### src/rtl/pes_arith_pkg.sv
// Shared definitions for the sequential arithmetic units (pes_seq_mul / pes_seq_div).
//   - state_e   : FSM state encoding shared by the sequential units
//   - DefWidth  : default operand width
//   - DefCntW   : step-counter width for the default operand width
package pes_arith_pkg;

   localparam int unsigned DefWidth = 8;
   localparam int unsigned DefCntW  = $clog2(DefWidth);

   typedef enum logic [1:0] {
      StIdle = 2'd0,
      StRun  = 2'd1,
      StDone = 2'd2
   } state_e;

endpackage

### src/rtl/pes_div_step.sv
// One restoring-division step: shift the next dividend bit into the partial remainder,
// then subtract the divisor if it fits.
//   i_p    : current partial remainder (WIDTH+1 bits)
//   i_dbit : dividend bit shifted in this step
//   i_b    : divisor
//   o_p    : next partial remainder
//   o_qbit : quotient bit produced by this step
module pes_div_step #(
   parameter int unsigned WIDTH = 8
) (
   input  logic [WIDTH:0]   i_p,
   input  logic             i_dbit,
   input  logic [WIDTH-1:0] i_b,
   output logic [WIDTH:0]   o_p,
   output logic             o_qbit
);

   logic [WIDTH:0] w_t;
   logic [WIDTH:0] w_b_ext;

   always_comb begin
      w_t     = {i_p[WIDTH-1:0], i_dbit};
      w_b_ext = {1'b0, i_b};
      o_qbit  = (w_t >= w_b_ext);
      o_p     = o_qbit ? (w_t - w_b_ext) : w_t;
   end

endmodule

### src/rtl/pes_seq_div.sv
// Sequential restoring divider: one quotient bit per clock, result after WIDTH cycles.
//   i_clk   : rising-edge clock
//   i_rst_n : asynchronous active-low reset
//   i_load  : start request, samples i_a / i_b
//   i_a     : dividend (unsigned)
//   i_b     : divisor (unsigned)
//   o_q     : quotient (registered)
//   o_r     : remainder (registered)
//   o_valid : o_q / o_r / o_dbz hold a completed result (level)
//   o_busy  : division in progress
//   o_dbz   : last completed division had a zero divisor
module pes_seq_div
   import pes_arith_pkg::*;
#(
   parameter int unsigned WIDTH = DefWidth
) (
   input  logic             i_clk,
   input  logic             i_rst_n,
   input  logic             i_load,
   input  logic [WIDTH-1:0] i_a,
   input  logic [WIDTH-1:0] i_b,
   output logic [WIDTH-1:0] o_q,
   output logic [WIDTH-1:0] o_r,
   output logic             o_valid,
   output logic             o_busy,
   output logic             o_dbz
);

   localparam int unsigned    CntW    = (WIDTH > 2) ? $clog2(WIDTH) : 1;
   localparam logic [CntW-1:0] LastCnt = CntW'(WIDTH - 1);

   state_e           r_state;
   state_e           w_state_nxt;
   logic [CntW-1:0]  r_cnt;
   logic [WIDTH-1:0] r_d;      // dividend shifts out MSB-first, quotient shifts in at LSB
   logic [WIDTH-1:0] r_b;
   logic [WIDTH:0]   r_p;
   logic [WIDTH-1:0] r_q;
   logic [WIDTH-1:0] r_r;
   logic             r_valid;
   logic             r_busy;
   logic             r_dbz;

   logic [WIDTH:0]   w_p_nxt;
   logic             w_qbit;
   logic             w_last;

   pes_div_step #(
      .WIDTH (WIDTH)
   ) u_step (
      .i_p    (r_p),
      .i_dbit (r_d[WIDTH-1]),
      .i_b    (r_b),
      .o_p    (w_p_nxt),
      .o_qbit (w_qbit)
   );

   assign w_last = (r_state == StRun) && (r_cnt == LastCnt);

   // A load always wins, so it restarts the operation from any state.
   always_comb begin
      w_state_nxt = r_state;
      if (i_load) begin
         w_state_nxt = StRun;
      end else if (w_last) begin
         w_state_nxt = StDone;
      end
   end

   always_ff @(posedge i_clk or negedge i_rst_n) begin
      if (!i_rst_n) begin
         r_state <= StIdle;
      end else begin
         r_state <= w_state_nxt;
      end
   end

   always_ff @(posedge i_clk or negedge i_rst_n) begin
      if (!i_rst_n) begin
         r_cnt   <= '0;
         r_d     <= '0;
         r_b     <= '0;
         r_p     <= '0;
         r_q     <= '0;
         r_r     <= '0;
         r_valid <= 1'b0;
         r_busy  <= 1'b0;
         r_dbz   <= 1'b0;
      end else if (i_load) begin
         r_d     <= i_a;
         r_b     <= i_b;
         r_p     <= '0;
         r_cnt   <= '0;
         r_busy  <= 1'b1;
         r_valid <= 1'b0;
      end else if (r_state == StRun) begin
         r_p   <= w_p_nxt;
         r_d   <= {r_d[WIDTH-2:0], w_qbit};
         r_cnt <= r_cnt + 1'b1;
         if (w_last) begin
            r_q     <= {r_d[WIDTH-2:0], w_qbit};
            r_r     <= w_p_nxt[WIDTH-1:0];
            r_dbz   <= (r_b == '0);
            r_valid <= 1'b1;
            r_busy  <= 1'b0;
         end
      end
   end

   assign o_q     = r_q;
   assign o_r     = r_r;
   assign o_valid = r_valid;
   assign o_busy  = r_busy;
   assign o_dbz   = r_dbz;

endmodule

### config.mk
export PLATFORM = sky130hd
export DESIGN_NAME = pes_seq_div
export DESIGN_NICKNAME = d
export VERILOG_FILES = /design/src/rtl/pes_arith_pkg.sv /design/src/rtl/pes_div_step.sv /design/src/rtl/pes_seq_div.sv
export SDC_FILE = /design/constraint.sdc
export NUM_CORES = 1
export LEC_CHECK = 0
export BUFFER_PORTS_ARGS = -buffer_cell sky130_fd_sc_hd__buf_2
export CAP_MARGIN = 20
export CORE_MARGIN = 3
export CORE_UTILIZATION = 55
export DETAILED_ROUTE_END_ITERATION = 8
export HOLD_SLACK_MARGIN = 0.05
export MAX_ROUTING_LAYER = met4
export PLACE_DENSITY = 0.78
export SKIP_CTS_REPAIR_TIMING = 1
export SYNTH_ARGS = -nofsm -noshare
export SYNTH_HDL_FRONTEND = slang
export SYNTH_SLANG_ARGS = --single-unit
### constraint.sdc
create_clock -name i_clk -period 2.4 [get_ports i_clk]
set_input_delay 0.24 -clock i_clk [delete_from_list [all_inputs] [get_ports i_clk]]
set_output_delay 0.24 -clock i_clk [all_outputs]
set_load 0.005 [all_outputs]
==> run_results.csv <==
group,metric,value,unit
global_routing,grtUsageTotal,22.2,%
clocking,clkSlewWorstSetupHoldPaths,0.09,ns
floorplan,die_width,72.9,µm
yosys,synth_top_cell_by_area,"dfrtp_1",
layout,final_cell_area,2840,µm²
floorplan,chipHeight,72.9,µm
clocking,clock_sinks,48,
drt,routed_wirelength,5200,µm
placement,gp_congestion,0.920,
placement,place_hpwl,3900,µm
clocking,numCtsBuffers,5,
global_routing,grt_pass1_vias,1880,
power,p_int,1720,µW
sta,fin_crit_sh,92.3,%
yosys,synthTopCellsByArea,"dfrtp_1 (49%), nand2_1 (9.0%), o21ai_0 (6.3%)",
global_routing,antenna_found_initial,0,
power,p_sw_share,36.7,%
setup_path,crit_arrival,2.40,ns
yosys,synth_edf_count,0,
yosys,synthAdderAreaFrac,5.89,%
floorplan,dieArea,5320,µm²
setup_path,critical_path.max_fanout,15,
global_routing,grt_max_degree,40,
yosys,async_flop_share,100,%
yosys,yosys.area_share.simple,16.1,%
outcome,outcome,"complete, no violations",
placement,place_area,2700,µm²
sta,relSlewSlack,55.7,%
power,p_comb_share,39.6,%
floorplan,num_rows,23,
power,leakage,0.00149,µW
drt,drtIter0Drc,102,
clocking,cts_max_level,2,
global_routing,met3_usage,4.68,%
global_routing,grt_pass1_wl,8890,µm
drt,ant_nets,0,
power,seqPwrFrac,38.0,%
power,peakVddDrop,538,µV
drt,dr.pass1.iters,4,
floorplan,initial_core_util,59.1,%
layout,fin_nets,332,
yosys,synth_ff_type,"dfrtp_1",
global_routing,gr-max-usage-layer,"met1",
yosys,ys_top_cells_by_count,"nand2_1 (59), dfrtp_1 (48), o21ai_0 (31), inv_1 (15)",
clocking,insertion_delay,0.30,ns
sta,rsz0062_at_grt,"false",
drt,drc,0,
yosys,synth_compound_area_share,17.4,%
sta,skew,0.0112,ns
setup_path,worstPathRequired,2.59,ns
yosys,synth.area.mux_share,5.94,%
sta,fin_setup_tns,0,ns
worst_hold_path,hold_path_class,"primary input to flip-flop",
clocking,clock_path_buffers,2,
drt,num_vias,1929,
power,switchingPower,997,µW
yosys,yosys_warnings,0,
yosys,synth_top_family_by_area,"compound AO/OA/AOI/OAI gates",
layout,layout-drive-gt1-share,20.1,%
power,power_per_cell_area,958,nW/µm²
global_routing,grt_util_met2,31.2,%
yosys,ys_seq_area_share,48.7,%
yosys,ys_types,43,
layout,areaGrowthSynthToFinish,15.0,%
yosys,synth_xor_area_share,1.42,%
yosys,synth_top_area_share,48.7,%
placement,numPortBuffers,37,
power,finalPower,2720,µW
sta,worst_slew_pin_slew,0.664,ns
yosys,synth_nets,293,
layout,diodes,0,
setup_path,end_kind,"flip-flop",
clocking,cts_tree,"done",
sta,hold_viol,0,
sta,clock.fmax,0.451,GHz
yosys,synth_cells,263,
clocking,cts_root_buffer,"clkbuf_8",
job,cap_violations,0,
yosys,synth_area_per_cell,9.37,µm²
floorplan,io_pins,38,
sta,setup_viol,0,
power,pwr-share-clk,22.3,%
floorplan,coreArea,4170,µm²
drt,viasPerCell,5.46,
setup_path,critPathKind,"flip-flop to flip-flop",
drt,routedWlPerCell,14.7,µm
yosys,netlist_area,2460,µm²
yosys,synthMostInstantiatedCell,"nand2_1",
sta,min_period,2.22,ns
global_routing,grt-ovfl-total,0,
setup_path,crit_path_start_kind,"flip-flop",
yosys,synth_seq_cells,48,
global_routing,grtUsageMet1,32.2,%
sta,drv_slew,0,
## per-layer routing
metal	routed length, µm	part of all wire, %
met1	2530	49
met2	2290	44
met3	290	5.6
met4	85	1.6
met5	0	0
## final cells by class
type                    count  area, µm²
clock inverters             2       38.8
multi-input cells         188       1150
fillers                   332       1340
flip-flops and latches     48       1200
clock buffers               6       82.6
well taps                  50       62.6
inverters                  15       56.3
repair buffers             44        240
## critical path, stage by stage, from the launching register on
cell,delay (ns)
dfrtp_1,0.43
ha_1,0.37
a21oi_1,0.16
o21ai_0,0.18
a21oi_4,0.48
mux2i_1,0.34
o21ai_0,0.13
## flip-flops by register name, summed over array words and instances, names as in the netlist
signal	count
o_busy	1
o_dbz	1
o_q	8
o_r	8
o_valid	1
r_b	8
r_cnt	3
r_d	8
r_p	8
r_state	2
## worst paths after layout
kind	endpoint	startpoint	depth (start not counted)	slack, ns
max	o_r[3]$_DFFE_PN0P_	r_p[1]$_DFFE_PN0N_	6	0.18
min	r_d[3]$_DFFE_PN0N_	i_a[3]	3	0.14
max reg2reg	o_r[3]$_DFFE_PN0P_	r_p[1]$_DFFE_PN0N_	6	0.18
min reg2reg	o_q[2]$_DFFE_PN0P_	o_q[2]$_DFFE_PN0P_	2	0.48
max in group asynchronous	r_d[6]$_DFFE_PN0N_	i_rst_n	3	1.27
min in group asynchronous	o_r[3]$_DFFE_PN0P_	i_rst_n	2	0.50
## cells in the final DEF, fill, tap and decap left out, drive strengths merged, types with 3 or more instances in the layout
master  Yosys  final
o21ai      36     36
a211oi      3      3
nand2      59     59
a21oi      16     16
nor2b       3      3
ha         10     10
nor2       13     13
mux2i      12     12
inv        15     15
dfrtp      48     48
nand3       5      5
clkbuf      8      6
buf         4     43
o211ai      3      3
## power groups by stage
stage | Sequential, µW | Clock, µW | Combinational, µW
final | 1030 | 606 | 1080
after global routing | 1050 | 656 | 1200
after CTS | 1030 | 620 | 1080
after detailed placement | 1050 | 0 | 1080
after global placement | 1040 | 0 | 1060
after floorplan | 1020 | 0 | 857
## logic make-up after synthesis
logic type,Yosys count
compound gates,68
xor+xnor,4
fa+ha+maj,11
buf+inv,27
flops,48
mux,14
simple gates,91
## per-stage QoR
stage          instances  utilization, %  hold WS (ns)  setup WS (ns)
3_3_place_gp         344            64.8         0.310          0.249
2_1_floorplan        263               -       -0.0556          0.496
4_1_cts              352            67.7       -0.0301          0.178
6_report             353            67.9         0.139          0.185
3_5_place_dp         344            64.8         0.308          0.203
5_1_grt              353            67.9         0.132         0.0145
Note: power is estimated with default switching activity, not from simulation.
